<file path="src/rtl/counter_arbiter_if.sv">
// counter_arbiter_if: requester-side bus for the shared counter.
// Per-requester fields are packed as [REQUESTERS-1:0][...], so requester i
// occupies op[2i+1:2i] and data[WIDTH*i+WIDTH-1:WIDTH*i] when flattened.
interface counter_arbiter_if #(
  parameter int WIDTH      = 16,
  parameter int REQUESTERS = 4
);
  logic [REQUESTERS-1:0]            req;
  logic [REQUESTERS-1:0][1:0]       op;
  logic [REQUESTERS-1:0][WIDTH-1:0] data;
  logic [REQUESTERS-1:0]            ack;
  logic [WIDTH-1:0]                 value;
  logic                             slot;
  logic                             limit;

  modport master (output req, op, data, input ack, value, slot, limit);
  modport slave  (input req, op, data, output ack, value, slot, limit);
endinterface

</file>
<file path="src/rtl/counter_arbiter.sv">
// counter_arbiter: one WIDTH-bit up/down/load/clear counter shared by
// REQUESTERS requesters. A prescaler opens an update slot every DIVIDE
// clocks; in a slot a round-robin arbiter picks at most one requester, whose
// op is applied and acked one clock later together with the new value.
// Build option: SATURATE_EN -- inc at max / dec at zero hold the value
// instead of wrapping; limit pulses in both builds.
module counter_arbiter #(
  parameter int WIDTH      = 16,
  parameter int REQUESTERS = 4,
  parameter int DIVIDE     = 2
) (
  input logic               clock,
  input logic               reset_,
  counter_arbiter_if.slave  bus
);
  localparam int PW = (DIVIDE > 1) ? $clog2(DIVIDE) : 1;
  localparam int IW = $clog2(REQUESTERS);

  typedef enum logic [1:0] {
    OP_INC  = 2'b00,
    OP_DEC  = 2'b01,
    OP_LOAD = 2'b10,
    OP_CLR  = 2'b11
  } op_e;

  logic [PW-1:0]         presc;
  logic [IW-1:0]         ptr;
  logic [WIDTH-1:0]      value_q;
  logic [REQUESTERS-1:0] ack_q;
  logic                  limit_q;

  logic                  slot;
  logic                  found;
  logic [IW-1:0]         win;
  logic [IW-1:0]         cand;
  logic [1:0]            sel_op;
  logic [WIDTH-1:0]      sel_data;
  logic [WIDTH-1:0]      nxt_val;
  logic                  nxt_lim;
  logic                  fire;

  // With DIVIDE=1 the prescaler never leaves 0, so slot is constantly high.
  assign slot = (presc == PW'(DIVIDE - 1));
  assign fire = slot && found;

  // Prescaler: counts 0..DIVIDE-1 and wraps on the slot cycle.
  always_ff @(posedge clock or negedge reset_) begin
    if (!reset_)   presc <= '0;
    else if (slot) presc <= '0;
    else           presc <= presc + 1'b1;
  end

  // Round-robin search: first requester at or after ptr, wrapping upward.
  always_comb begin
    found = 1'b0;
    win   = '0;
    cand  = '0;
    for (int k = 0; k < REQUESTERS; k++) begin
      cand = IW'((int'(ptr) + k) % REQUESTERS);
      if (!found && bus.req[cand]) begin
        found = 1'b1;
        win   = cand;
      end
    end
  end

  assign sel_op   = bus.op[win];
  assign sel_data = bus.data[win];

  // Winner's operation on the current value, plus the limit condition.
  always_comb begin
    nxt_val = value_q;
    nxt_lim = 1'b0;
    case (op_e'(sel_op))
      OP_INC: begin
        nxt_lim = &value_q;
`ifdef SATURATE_EN
        nxt_val = (&value_q) ? value_q : value_q + WIDTH'(1);
`else
        nxt_val = value_q + WIDTH'(1);
`endif
      end
      OP_DEC: begin
        nxt_lim = ~|value_q;
`ifdef SATURATE_EN
        nxt_val = (~|value_q) ? value_q : value_q - WIDTH'(1);
`else
        nxt_val = value_q - WIDTH'(1);
`endif
      end
      OP_LOAD: nxt_val = sel_data;
      OP_CLR:  nxt_val = '0;
      default: nxt_val = value_q;
    endcase
  end

  // Commit the winner: new value, one-hot ack pulse, pointer past the winner.
  always_ff @(posedge clock or negedge reset_) begin
    if (!reset_) begin
      value_q <= '0;
      ack_q   <= '0;
      limit_q <= 1'b0;
      ptr     <= '0;
    end else begin
      ack_q   <= '0;
      limit_q <= 1'b0;
      if (fire) begin
        value_q <= nxt_val;
        ack_q   <= REQUESTERS'(1) << win;
        limit_q <= nxt_lim;
        ptr     <= (win == IW'(REQUESTERS - 1)) ? '0 : win + 1'b1;
      end
    end
  end

  assign bus.ack   = ack_q;
  assign bus.value = value_q;
  assign bus.slot  = slot;
  assign bus.limit = limit_q;
endmodule

</file>
<file path="src/flat_wrapper.sv">
// flat-port wrapper written by rule: the top's interface ports become plain ports
module counter_arbiter_flat 
#(
  parameter int WIDTH      = 16,
  parameter int REQUESTERS = 4,
  parameter int DIVIDE     = 2
)
  (clock, reset_, bus_req, bus_op, bus_data, bus_ack, bus_value, bus_slot, bus_limit);
  counter_arbiter_if #(.WIDTH(WIDTH), .REQUESTERS(REQUESTERS)) bus_i ();
  input logic clock;
  input logic reset_;
  input wire logic [$bits(bus_i.req)-1:0] bus_req;
  input wire logic [$bits(bus_i.op)-1:0] bus_op;
  input wire logic [$bits(bus_i.data)-1:0] bus_data;
  output wire logic [$bits(bus_i.ack)-1:0] bus_ack;
  output wire logic [$bits(bus_i.value)-1:0] bus_value;
  output wire logic [$bits(bus_i.slot)-1:0] bus_slot;
  output wire logic [$bits(bus_i.limit)-1:0] bus_limit;
  assign bus_i.req = bus_req;
  assign bus_i.op = bus_op;
  assign bus_i.data = bus_data;
  assign bus_ack = bus_i.ack;
  assign bus_value = bus_i.value;
  assign bus_slot = bus_i.slot;
  assign bus_limit = bus_i.limit;
  counter_arbiter #(.WIDTH(WIDTH), .REQUESTERS(REQUESTERS), .DIVIDE(DIVIDE)) u_core (.clock(clock), .reset_(reset_), .bus(bus_i));
endmodule
</file>
<file path="config.mk">
export PLATFORM = sky130hd
export DESIGN_NAME = counter_arbiter_flat
export DESIGN_NICKNAME = d
export VERILOG_FILES = /design/src/rtl/counter_arbiter_if.sv /design/src/rtl/counter_arbiter.sv /design/src/flat_wrapper.sv
export SDC_FILE = /design/constraint.sdc
export NUM_CORES = 1
export LEC_CHECK = 0
export CAP_MARGIN = 15
export CELL_PAD_IN_SITES_DETAIL_PLACEMENT = 0
export CELL_PAD_IN_SITES_GLOBAL_PLACEMENT = 1
export CORE_MARGIN = 5
export CORE_UTILIZATION = 31
export CTS_CLUSTER_DIAMETER = 100
export DETAILED_ROUTE_END_ITERATION = 7
export HOLD_SLACK_MARGIN = 0.03
export MAX_ROUTING_LAYER = met4
export PLACE_DENSITY_LB_ADDON = 0.12
export SLEW_MARGIN = 20
export SYNTH_ARGS = -nofsm -noshare
export SYNTH_HDL_FRONTEND = slang
export SYNTH_SLANG_ARGS = --single-unit
</file>
<file path="constraint.sdc">
create_clock -name clock -period 3.9 [get_ports clock]
set_input_delay 0.585 -clock clock [delete_from_list [all_inputs] [get_ports clock]]
set_output_delay 0.585 -clock clock [all_outputs]
set_load 0.02 [all_outputs]
</file>
==> flow_summary.rst, run 1 <==
.. list-table::
   :header-rows: 1

   * - Metric
     - Value
   * - Static leakage
     - 1.58 nW
   * - Synthesized netlist net count
     - 442
   * - Port-buffer cells
     - 99
   * - Synthesis-stage register bit count
     - 24
   * - Antenna violations before repair
     - 0
   * - Post-DP HPWL
     - 7140 um
   * - Total power density per cell area
     - 721 mW/mm^2
   * - Sequential area share after synthesis
     - 0.235
   * - CP required
     - 4.12 ns
   * - Critical path launch point type
     - input pin
   * - Post-synth ARST share
     - 1.00
   * - Worst-case hold slack
     - 0.472 ns
   * - Reg2Reg Depth
     - 15
   * - Total instance count after detailed placement
     - 557
   * - Final number of max-transition violations
     - 0
   * - Synth Instances
     - 357
   * - Run status
     - complete, no violations
   * - Clock buffer count from CTS
     - 3
   * - Die Wd
     - 101 um
   * - Number of distinct standard cells referenced by the synthesized netlist
     - 57
   * - Overall overflow remaining after global route
     - 0
   * - Final GP Congestion
     - 0.900
   * - I/O pins
     - 100
   * - Pre-antenna DRT Iters
     - 4
   * - Worst min path class
     - reg -> reg
   * - Share of layout cells above drive strength 1
     - 0.114
   * - Leading post-synthesis cells by cell area
     - sky130_fd_sc_hd__dfrtp_1 (24%), sky130_fd_sc_hd__nand2_1 (12%), sky130_fd_sc_hd__nand3_1 (7.3%)
   * - Routed Wire Length
     - 9490 um
   * - Post-layout minimum cycle time
     - 3.74 ns
   * - Worst Setup Path Type
     - in -> reg
   * - Vias per cell
     - 5.33
   * - Die Area
     - 0.0101 sq mm
   * - Share of the clock period used by the worst path
     - 0.958
   * - Area of the core region
     - 0.00813 sq mm
   * - Maximum clock frequency
     - 0.268 GHz
   * - Area Overhead vs Synth
     - 51.7%
   * - Final non-filler cell total
     - 562
   * - Antenna Diode Count
     - 0
   * - Pin count of the biggest net entering global routing
     - 36
   * - RSZ-0062 raised after global routing
     - no
   * - Number of DRC violations after detailed-routing iteration 0
     - 130
   * - Clock transition at path regs
     - 0.10 ns
   * - Quantity of hold-fixing buffers added after cts
     - 0
   * - Vertical die dimension
     - 101 um
   * - Rows
     - 33
   * - Kind of end point of the critical path
     - flip-flop
   * - CTS sink count
     - 24
   * - CP Data Arrival Time
     - 3.95 ns
   * - CP Max Fanout
     - 5
   * - Total of max-cap violations
     - 0
   * - Final Net Count
     - 543
   * - Cell with the most instances after synthesis
     - sky130_fd_sc_hd__nand2_1
   * - Post-synthesis instance area
     - 0.00255 sq mm
   * - TritonCTS clock tree
     - built
   * - Post-detailed-route count of antenna-violating nets
     - 0
   * - Maximum root-to-sink buffer count
     - 2
   * - Instance count along the most critical hold path
     - 1
   * - Via count of the first global-routing pass
     - 3075
   * - Starting utilization of the core area
     - 0.314
   * - Total DRC errors in the routed layout
     - 0
   * - Clock Latency Late Sink
     - 0.28 ns
   * - Largest area contributor in the netlist
     - sky130_fd_sc_hd__dfrtp_1
   * - Drt wl/cell
     - 16.9 um
   * - Final Hold Viols
     - 0
   * - Maximum level of the CTS H-tree
     - 1
   * - Synth Area per Inst
     - 7.15 sq um
   * - Setup Viol. Count Final
     - 0
   * - Number of synthesized flops with an enable pin
     - 0
   * - Worst slew slack as a fraction of its limit
     - 0.430
   * - List of most frequent post-synthesis cells
     - sky130_fd_sc_hd__nand2_1 (81), sky130_fd_sc_hd__nand3_1 (37), sky130_fd_sc_hd__dfrtp_1 (24), sky130_fd_sc_hd__clkbuf_1 (20), sky130_fd_sc_hd__nor2_1 (19)
   * - All-layer global routing usage
     - 0.193
   * - Wire length of the first global-routing pass
     - 15600 um
   * - Fraction of synthesized cell area taken by the top area cell type
     - 0.235
   * - Clock root cell
     - sky130_fd_sc_hd__clkbuf_8
   * - Worst IR drop on VDD
     - 331 uV
   * - Primary FF master, synth
     - sky130_fd_sc_hd__dfrtp_1
   * - Synth warnings
     - 0
   * - Least-Margin Pin Slew
     - 0.848 ns
   * - Setup clock skew after layout
     - 0.00200 ns
   * - Total via count in the routed design
     - 2997
layer usage:
metal	share of wire	vias up	global-route usage	wire, um
li1	-	1497	-	-
met2	0.50	78	0.340	4750
met4	0	0	0.0218	0
met5	0	-	-	0
met3	0.047	0	0.0187	447
met1	0.45	1422	0.246	4290
worst max-delay path, cell delays in order:
cell                              delay, ns
sky130_fd_sc_hd__clkdlybuf4s50_1       0.43
sky130_fd_sc_hd__nand4b_1              0.10
sky130_fd_sc_hd__o21ai_1               0.09
sky130_fd_sc_hd__a211o_4               0.39
sky130_fd_sc_hd__mux2i_4               0.22
sky130_fd_sc_hd__mux2i_4               0.24
sky130_fd_sc_hd__nand2_8               0.07
sky130_fd_sc_hd__xnor2_1               0.13
sky130_fd_sc_hd__ha_2                  0.19
sky130_fd_sc_hd__or3_4                 0.34
sky130_fd_sc_hd__or3_4                 0.34
sky130_fd_sc_hd__nor2_1                0.09
sky130_fd_sc_hd__o2bb2ai_1             0.11
sky130_fd_sc_hd__xnor2_1               0.15
sky130_fd_sc_hd__or4_1                 0.40
sky130_fd_sc_hd__nand3_1               0.09
metrics by stage:
stage,power [W],setup slack (ns),cell area [sq um],util,setup TNS (ns)
after floorplan,0.00183,0.301,2550,-,0
after global placement,0.00252,-0.317,3750,0.461,-1.12
after detailed placement,0.00253,-0.361,3750,0.461,-1.39
after CTS,0.00279,0.0487,3840,0.472,0
after global routing,0.00304,0.00310,3870,0.476,0
final,0.00279,0.163,3870,0.476,0
worst paths after layout:
| path | from | end | slack, ns |
|---|---|---|---|
| hold reg to reg | u_core.bus.slot$_DFF_PN0_ | u_core.bus.slot$_DFF_PN0_ | 0.47 |
| setup reg to reg | u_core.ptr[1]$_DFFE_PN0P_ | u_core.bus.value[10]$_DFFE_PN0P_ | 0.41 |
| min in group asynchronous | reset_ | u_core.bus.ack[0]$_DFF_PN0_ | 0.67 |
| max in group asynchronous | reset_ | u_core.bus.value[3]$_DFFE_PN0P_ | 2.96 |
| hold / removal | u_core.bus.slot$_DFF_PN0_ | u_core.bus.slot$_DFF_PN0_ | 0.47 |
| setup / recovery | bus_req[0] | u_core.bus.value[10]$_DFFE_PN0P_ | 0.16 |
registers in the layout (all words and copies together) (netlist names):
| signal | count |
|---|---|
| u_core.ptr | 2 |
| u_core.bus.ack | 4 |
| u_core.bus.value | 16 |
| u_core.bus.slot | 1 |
| u_core.bus.limit | 1 |
final cells by class:
cell class                 instances  area (sq um)
inverter                          11          46.3
fill                             837          4260
timing repair buffer             125          1200
clock inverter                     1          30.0
clock buffer                       3          41.3
sequential                        24           601
multi-input combinational        293          1820
tap                              105           131
cell usage in the layout, fill, tap and decap left out, types with 3 or more instances in the layout:
cell / n
sky130_fd_sc_hd__o22a_1: 4
sky130_fd_sc_hd__nor4_1: 4
sky130_fd_sc_hd__o21ai_0: 16
sky130_fd_sc_hd__or4_1: 6
sky130_fd_sc_hd__buf_4: 25
sky130_fd_sc_hd__mux2i_4: 4
sky130_fd_sc_hd__inv_1: 9
sky130_fd_sc_hd__dfrtp_1: 24
sky130_fd_sc_hd__o21ai_1: 3
sky130_fd_sc_hd__nand2_1: 81
sky130_fd_sc_hd__nand3_1: 37
sky130_fd_sc_hd__a21oi_1: 14
sky130_fd_sc_hd__xnor2_1: 8
sky130_fd_sc_hd__a31oi_1: 11
sky130_fd_sc_hd__nor3_1: 11
sky130_fd_sc_hd__ha_1: 6
sky130_fd_sc_hd__nand4_1: 4
sky130_fd_sc_hd__clkdlybuf4s50_1: 97
sky130_fd_sc_hd__a32oi_1: 12
sky130_fd_sc_hd__nor2_1: 19
sky130_fd_sc_hd__mux2i_1: 5
sky130_fd_sc_hd__clkbuf_8: 3
sky130_fd_sc_hd__o22ai_1: 3
power by group:
part | internal (W) | switching (W) | leakage, nW
combinational | 0.000916 | 0.00106 | 1.24
clock | 0.000138 | 0.0000963 | 0.0357
sequential | 0.000348 | 0.000230 | 0.300
total | 0.00140 | 0.00139 | 1.58
kinds of logic (layout without fill, tap and decap cells):
| logic type | count (synthesis) | after routing | share of synthesized area |
|---|---|---|---|
| AND/OR/NAND/NOR | 178 | 178 | 0.327 |
| XOR/XNOR | 10 | 10 | 0.0343 |
| multiplexers | 13 | 13 | 0.0687 |
| AO/OA/AOI/OAI | 85 | 85 | 0.231 |
| adder cells (fa/ha/maj) | 7 | 7 | 0.0343 |
| buffers and inverters | 40 | 140 | 0.0696 |
| flip-flops | 24 | 24 | 0.235 |
what timing repair did:
action,4_1_cts,5_1_grt
setup endpoints to repair,1,3
pin swaps,1,1
setup buffers,0,1
gates resized for setup,4,6
Note: power is estimated with default switching activity, not from simulation.
==> run 2: changes to the inputs <==
--- a/config.mk
+++ b/config.mk
@@ -9,12 +9,13 @@
 export CELL_PAD_IN_SITES_DETAIL_PLACEMENT = 0
 export CELL_PAD_IN_SITES_GLOBAL_PLACEMENT = 1
 export CORE_MARGIN = 5
-export CORE_UTILIZATION = 31
+export CORE_UTILIZATION = 28
 export CTS_CLUSTER_DIAMETER = 100
 export DETAILED_ROUTE_END_ITERATION = 7
 export HOLD_SLACK_MARGIN = 0.03
 export MAX_ROUTING_LAYER = met4
 export PLACE_DENSITY_LB_ADDON = 0.12
+export SKIP_LAST_GASP = 1
 export SLEW_MARGIN = 20
 export SYNTH_ARGS = -nofsm -noshare
 export SYNTH_HDL_FRONTEND = slang
==> constraint.sdc (replaced) <==
create_clock -name clock -period 3.3 [get_ports clock]
set_input_delay 0.495 -clock clock [delete_from_list [all_inputs] [get_ports clock]]
set_output_delay 0.495 -clock clock [all_outputs]
set_load 0.02 [all_outputs]
==> run 2 against run 1 <==
Against the previous run:
- sequential share of layout area fell by 0.66 points
- critical path type is now reg -> reg
- sequential cell count did not move
- critical endpoint is now u_core.bus.value[6]$_DFFE_PN0P_
- utilization fell by 1.6 points
- the flow now finishes with violations (setup timing)
- non-clock buffer count rose by 18
- clock skew rose by 0.0050 ns
- highest routed layer is now met4
- register-to-register slack got worse by 0.54 ns
- critical path depth fell by 1
- largest power group unchanged
- worst setup slack got worse by 0.30 ns
==> flow_summary.rst, run 2 (synthesis results as in run 1) <==
.. list-table::
   :header-rows: 1

   * - Metric
     - Value
   * - Vertical die dimension
     - 105 um
   * - Failing checks
     - setup timing
   * - Clock Latency Late Sink
     - 0.28 ns
   * - Critical path launch point type
     - flip-flop
   * - Global-route met3 utilization
     - 0.0232
   * - Pin count of the biggest net entering global routing
     - 44
   * - Maximum clock frequency
     - 0.291 GHz
   * - CP Data Arrival Time
     - 3.59 ns
   * - Critical R2R Launch
     - u_core.ptr[1]$_DFFE_PN0P_
   * - Multi-input combinational cell area
     - 0.00186 sq mm
   * - Share of the clock period used by the worst path
     - 1.04
   * - Setup TNS after final layout
     - -0.248 ns
   * - Wire length of the first global-routing pass
     - 16200 um
   * - Rows
     - 34
   * - Final setup slack of the worst path
     - -0.133 ns
   * - Static leakage
     - 1.67 nW
   * - Run status
     - finished, violations left
   * - Global-route layer with the greatest usage
     - met2
   * - Setup Viol. Count Final
     - 2
   * - Die Area
     - 0.0111 sq mm
   * - All-layer global routing usage
     - 0.182
   * - Die Wd
     - 105 um
   * - Fill cells
     - 886
   * - Post-detailed-route count of antenna-violating nets
     - 0
   * - Final non-filler cell area
     - 0.00405 sq mm
   * - Clock root cell
     - sky130_fd_sc_hd__clkbuf_8
   * - Most common library cell in the layout ignoring fill and taps
     - sky130_fd_sc_hd__clkdlybuf4s50_1
   * - Total DRC errors in the routed layout
     - 0
   * - Worst Setup Path Type
     - reg -> reg
   * - Worst slew slack as a fraction of its limit
     - 0.422
   * - Port-buffer cells
     - 99
   * - Via count of the first global-routing pass
     - 3106
   * - Commonest cells after routing, fill and taps aside
     - sky130_fd_sc_hd__clkdlybuf4s50_1 (95), sky130_fd_sc_hd__nand2_1 (81), sky130_fd_sc_hd__buf_4 (41)
   * - Clock transition at path regs
     - 0.09 ns
   * - Design Power
     - 0.00354 W
   * - Total instance count after detailed placement
     - 575
   * - Final Net Count
     - 561
   * - Antenna Diode Count
     - 0
   * - Least-Margin Pin Slew
     - 0.861 ns
   * - CTS sink count
     - 24
   * - Reg-to-reg endpoint
     - u_core.bus.value[6]$_DFFE_PN0P_
   * - Placed cell areas
     - 0.00388 sq mm
   * - Share of layout cells above drive strength 1
     - 0.162
   * - Overall overflow remaining after global route
     - 0
   * - Quantity of hold-fixing buffers added after cts
     - 0
   * - Met1 routing resource usage after global routing
     - 0.245
   * - Maximum level of the CTS H-tree
     - 1
   * - Final Hold Viols
     - 0
   * - Launch point of the worst hold path
     - u_core.bus.slot$_DFF_PN0_
   * - Routed Wire Length
     - 10100 um
   * - Post-layout minimum cycle time
     - 3.43 ns
   * - I/O pins
     - 100
   * - Maximum root-to-sink buffer count
     - 2
   * - Worst min path class
     - reg -> reg
   * - End point of the most critical hold path
     - u_core.bus.slot$_DFF_PN0_
   * - Worst IR drop on VDD
     - 433 uV
   * - Vias per cell
     - 5.42
   * - RSZ-0062 raised after global routing
     - yes
   * - CP required
     - 3.46 ns
   * - Reg2Reg Depth
     - 15
   * - Total power density per cell area
     - 872 mW/mm^2
   * - Dpl ws
     - -0.898 ns
   * - Drt wl/cell
     - 17.3 um
   * - Number of flip-flops in the largest register
     - 16
   * - Area of the core region
     - 0.00881 sq mm
   * - Total via count in the routed design
     - 3161
   * - TritonCTS clock tree
     - built
   * - Starting utilization of the core area
     - 0.290
   * - Number of DRC violations after detailed-routing iteration 0
     - 254
   * - Final GP Congestion
     - 0.911
   * - GRT met2 Usage
     - 0.299
   * - Setup clock skew after layout
     - 0.00699 ns
   * - Reg-to-reg setup timing slack
     - -0.13 ns
   * - Kind of end point of the critical path
     - flip-flop
   * - Antenna violations before repair
     - 0
   * - Clock buffer count from CTS
     - 3
   * - Post-DP HPWL
     - 7550 um
   * - Total of max-cap violations
     - 0
   * - Instance count along the most critical hold path
     - 1
   * - Final number of max-transition violations
     - 0
   * - Final non-filler cell total
     - 583
   * - CP Max Fanout
     - 7
   * - Pre-antenna DRT Iters
     - 5
   * - FF+latch area
     - 602 sq um
   * - Area Overhead vs Synth
     - 58.9%
==> run 2: cell types whose count changed in the layout (fill, tap and decap cells not counted), moves of 2 or more <==
cell,change
sky130_fd_sc_hd__clkdlybuf4s50_1,-2
sky130_fd_sc_hd__dlygate4sd2_1,+2
sky130_fd_sc_hd__buf_4,+16
sky130_fd_sc_hd__o21ai_0,-2
sky130_fd_sc_hd__dlymetal6s2s_1,-2
==> run 2: how the worst max path moves through the flow <==
stage | start | to | slack (ns) | depth (start not counted)
2_1_floorplan | bus_req[3] | u_core.bus.value[10]$_DFFE_PN0P_ | -0.17 | 16
3_3_place_gp | bus_req[3] | u_core.bus.value[10]$_DFFE_PN0P_ | -0.81 | 16
3_5_place_dp | bus_req[3] | u_core.bus.value[10]$_DFFE_PN0P_ | -0.90 | 16
4_1_cts | u_core.ptr[1]$_DFFE_PN0P_ | u_core.bus.value[10]$_DFFE_PN0P_ | -0.17 | 15
5_1_grt | u_core.ptr[1]$_DFFE_PN0P_ | u_core.bus.value[6]$_DFFE_PN0P_ | -0.24 | 15
6_report | u_core.ptr[1]$_DFFE_PN0P_ | u_core.bus.value[6]$_DFFE_PN0P_ | -0.13 | 15
==> run 2: power by group <==
group / switching, W / leakage (nW) / internal (W)
registers: 0.000207 / 0.299 / 0.000413
logic: 0.00140 / 1.34 / 0.00124
clock network: 0.000110 / 0.0357 / 0.000162
total: 0.00172 / 1.67 / 0.00181
==> run 2: stage by stage <==
step	utilization	hold slack, ns
after CTS	0.456	0.512
after floorplan	-	0.199
after detailed placement	0.441	0.495
final	0.460	0.504
after global placement	0.441	0.482
after global routing	0.460	0.534
==> run 2: worst max-delay path, stage by stage, from the launching register on <==
cell and delay, ns:
sky130_fd_sc_hd__dfrtp_2 0.46, sky130_fd_sc_hd__nand4b_1 0.11, sky130_fd_sc_hd__o21ai_1 0.09, sky130_fd_sc_hd__a211o_4 0.38
sky130_fd_sc_hd__mux2i_4 0.22, sky130_fd_sc_hd__mux2i_4 0.23, sky130_fd_sc_hd__nand2_8 0.07, sky130_fd_sc_hd__xnor2_1 0.12
sky130_fd_sc_hd__ha_2 0.18, sky130_fd_sc_hd__or3_4 0.34, sky130_fd_sc_hd__or3_4 0.36, sky130_fd_sc_hd__buf_4 0.14
sky130_fd_sc_hd__a22oi_2 0.18, sky130_fd_sc_hd__xnor2_1 0.15, sky130_fd_sc_hd__mux2i_1 0.22, sky130_fd_sc_hd__o21ai_1 0.07
==> run 2: repair_timing <==
action,CTS,global route
setup endpoints to repair,9,7
gates cloned,0,0
resized for setup,17,7
buffers inserted,3,1
pin swaps,10,6
==> run 2: area by class of cell <==
class / count / area share
multi-input cells: 293 / 0.458
repair buffers: 143 / 0.331
flip-flops and latches: 24 / 0.149
well taps: 108 / 0.0333
inverters: 11 / 0.0114
clock buffers: 3 / 0.0102
clock inverters: 1 / 0.00741
==> run 2: metal layers <==
metal / share of wire / wire length [um]
met2: 0.49 / 4890
met4: 0.0058 / 58
met1: 0.46 / 4670
met5: 0 / 0
met3: 0.046 / 460
==> run 3: changes to the inputs <==
--- a/config.mk
+++ b/config.mk
@@ -8,14 +8,13 @@
 export CAP_MARGIN = 15
 export CELL_PAD_IN_SITES_DETAIL_PLACEMENT = 0
 export CELL_PAD_IN_SITES_GLOBAL_PLACEMENT = 1
-export CORE_MARGIN = 5
+export CORE_MARGIN = 1
 export CORE_UTILIZATION = 28
 export CTS_CLUSTER_DIAMETER = 100
 export DETAILED_ROUTE_END_ITERATION = 7
 export HOLD_SLACK_MARGIN = 0.03
 export MAX_ROUTING_LAYER = met4
 export PLACE_DENSITY_LB_ADDON = 0.12
-export SKIP_LAST_GASP = 1
 export SLEW_MARGIN = 20
 export SYNTH_ARGS = -nofsm -noshare
 export SYNTH_HDL_FRONTEND = slang
==> run 3 against run 2 <==
Against the previous run:
- the flow still finishes with violations (setup timing)
- worst setup slack got worse by 0.063 ns
- fmax fell by 1.8%
- utilization rose by 2.7 points
- global-route usage is 3.2 points higher
- sequential power up 5.2%
- hold slack improved by 0.0014 ns
- wire length is 2.3% lower
- sequential share of layout area down 0.77 points
- via count decreased by 0.47%
- power rose by 5.3%
- clock-buffer cell count is the same
- largest power group unchanged
==> flow_summary.rst, run 3 (synthesis results as in run 1) <==
.. list-table::
   :header-rows: 1

   * - Metric
     - Value
   * - Run status
     - finished, violations left
   * - Failing checks
     - setup timing
   * - Share of the clock period used by the worst path
     - 1.06
   * - Clock buffer count from CTS
     - 3
   * - Setup clock skew after layout
     - 0.00367 ns
   * - Design internal power
     - 0.00196 W
   * - Dpl ws
     - -0.877 ns
   * - Die Area
     - 0.00950 sq mm
   * - Total via count in the routed design
     - 3146
   * - Antenna Diode Count
     - 0
   * - CP Data Arrival Time
     - 3.64 ns
   * - Clock Latency Late Sink
     - 0.27 ns
   * - Relative contribution of the clock network to total power
     - 0.073
   * - Vertical die dimension
     - 97.5 um
   * - Setup Viol. Count Final
     - 4
   * - Maximum clock frequency
     - 0.286 GHz
   * - Most common library cell in the layout ignoring fill and taps
     - sky130_fd_sc_hd__clkdlybuf4s50_1
   * - Setup crit start
     - u_core.ptr[1]$_DFFE_PN0P_
   * - Critical path launch point type
     - flip-flop
   * - Switching share of total power
     - 0.472
   * - Routed Wire Length
     - 9840 um
   * - Final non-filler cell total
     - 611
   * - Final setup slack of the worst path
     - -0.196 ns
   * - Post-layout minimum cycle time
     - 3.50 ns
   * - Area Overhead vs Synth
     - 67.5%
   * - Worst IR drop on VDD
     - 494 uV
   * - Pin count of the biggest net entering global routing
     - 36
   * - Number of DRC violations after detailed-routing iteration 0
     - 96
   * - Clock root cell
     - sky130_fd_sc_hd__clkbuf_8
   * - Combinational share of power
     - 0.752
   * - All-layer global routing usage
     - 0.214
   * - Number of flip-flops in the largest register
     - 16
   * - Worst slew slack as a fraction of its limit
     - 0.491
   * - CP required
     - 3.44 ns
   * - Worst Setup Path Type
     - reg -> reg
   * - Final number of max-transition violations
     - 0
   * - RSZ-0062 raised after global routing
     - yes
   * - Die Wd
     - 97.5 um
   * - Critical R2R Launch
     - u_core.ptr[1]$_DFFE_PN0P_
   * - Total of max-cap violations
     - 0
   * - Total DRC errors in the routed layout
     - 0
   * - Rows
     - 34
   * - Via count of the first global-routing pass
     - 3236
   * - Starting utilization of the core area
     - 0.291
   * - Final GP Congestion
     - 0.887
   * - Commonest cells after routing, fill and taps aside
     - sky130_fd_sc_hd__clkdlybuf4s50_1 (95), sky130_fd_sc_hd__nand2_1 (81), sky130_fd_sc_hd__buf_4 (68)
   * - CP Max Fanout
     - 6
   * - Pre-antenna DRT Iters
     - 5
   * - Area of the core region
     - 0.00876 sq mm
   * - Total power density per cell area
     - 871 mW/mm^2
   * - Switching power summed over all nets
     - 0.00176 W
   * - Part of the total power dissipated in sequential elements
     - 0.175
   * - Total instance count after detailed placement
     - 578
   * - Clock transition at path regs
     - 0.10 ns
   * - Antenna violations before repair
     - 0
   * - Wire length of the first global-routing pass
     - 16100 um
   * - Launch point of the worst hold path
     - u_core.bus.slot$_DFF_PN0_
   * - Vias per cell
     - 5.15
   * - Final Net Count
     - 589
   * - Least-Margin Pin Slew
     - 0.758 ns
   * - Maximum level of the CTS H-tree
     - 1
   * - I/O pins
     - 100
   * - Worst min path class
     - reg -> reg
   * - CTS sink count
     - 24
   * - Drt wl/cell
     - 16.1 um
   * - Final Hold Viols
     - 0
   * - Post-detailed-route count of antenna-violating nets
     - 0
   * - Post-DP HPWL
     - 7200 um
   * - Maximum root-to-sink buffer count
     - 2
   * - TritonCTS clock tree
     - built
   * - Share of layout cells above drive strength 1
     - 0.219
   * - Static leakage
     - 1.80 nW
   * - Fill cells
     - 874
   * - Port-buffer cells
     - 99
   * - Kind of end point of the critical path
     - flip-flop
   * - Design Power
     - 0.00372 W
   * - Overall overflow remaining after global route
     - 0
run 3: cell type report:
cell class	count	area, sq um	share of cell area
Multi-Input combinational cell	293	1870	0.438
Sequential cell	24	602	0.141
Clock inverter	1	30.0	0.00703
Timing Repair Buffer	171	1550	0.362
Tap cell	108	135	0.0316
Clock buffer	3	41.3	0.00966
Inverter	11	46.3	0.0108
run 3: stage by stage:
stage | TNS, ns | util | area [sq um] | hold slack, ns
floorplan | -0.336 | - | 2550 | 0.199
global placement | -5.26 | 0.444 | 3890 | 0.472
detailed placement | -5.99 | 0.444 | 3890 | 0.494
CTS | -0.573 | 0.480 | 4200 | 0.508
global route | -1.33 | 0.488 | 4270 | 0.548
finish | -0.582 | 0.488 | 4270 | 0.506
run 3: path summary, 6_finish.rpt:
check	slack, ns	cells after the start	endpoint
worst max-delay path	-0.20	24	u_core.ptr[0]$_DFFE_PN0P_
worst min-delay path	0.51	1	u_core.bus.slot$_DFF_PN0_
worst max register to register	-0.20	24	u_core.ptr[0]$_DFFE_PN0P_
worst min register to register	0.51	1	u_core.bus.slot$_DFF_PN0_
max in group asynchronous	2.44	2	u_core.ptr[1]$_DFFE_PN0P_
min in group asynchronous	0.58	2	u_core.bus.ack[0]$_DFF_PN0_
run 3: layer usage:
layer	global-route usage	share of wire
met5	-	0
met4	0.0305	0.011
met3	0.0230	0.046
met2	0.370	0.47
met1	0.275	0.47
run 3: timing repair:
| item | CTS | global route |
|---|---|---|
| pin swaps | 8 | 9 |
| resized for setup | 20 | 10 |
| hold buffers | 0 | 0 |
| endpoints found under the hold margin | 0 | 0 |
| buffers inserted | 24 | 5 |
| endpoints found under the setup margin | 8 | 9 |
run 3: power groups by stage:
stage,registers [W],logic (W),clock network [W]
CTS,0.000643,0.00271,0.000278
global placement,0.000648,0.00249,0
global route,0.000680,0.00307,0.000291
finish,0.000652,0.00280,0.000270
detailed placement,0.000646,0.00249,0
floorplan,0.000644,0.00152,0
run 3: worst max-delay path: stages, from the launching register on:
cell and delay (ns):
sky130_fd_sc_hd__dfrtp_2 0.46, sky130_fd_sc_hd__nand2b_4 0.16, sky130_fd_sc_hd__buf_4 0.13, sky130_fd_sc_hd__buf_4 0.12, sky130_fd_sc_hd__buf_4 0.12, sky130_fd_sc_hd__buf_4 0.12, sky130_fd_sc_hd__buf_4 0.12, sky130_fd_sc_hd__buf_4 0.12
sky130_fd_sc_hd__buf_4 0.13, sky130_fd_sc_hd__buf_4 0.12, sky130_fd_sc_hd__buf_4 0.12, sky130_fd_sc_hd__buf_4 0.12, sky130_fd_sc_hd__buf_4 0.12, sky130_fd_sc_hd__buf_4 0.12, sky130_fd_sc_hd__buf_4 0.12, sky130_fd_sc_hd__buf_4 0.12
sky130_fd_sc_hd__buf_4 0.12, sky130_fd_sc_hd__buf_4 0.12, sky130_fd_sc_hd__buf_4 0.12, sky130_fd_sc_hd__buf_4 0.12, sky130_fd_sc_hd__buf_4 0.12, sky130_fd_sc_hd__buf_4 0.12, sky130_fd_sc_hd__buf_4 0.12, sky130_fd_sc_hd__a21oi_2 0.12
sky130_fd_sc_hd__o41ai_1 0.07
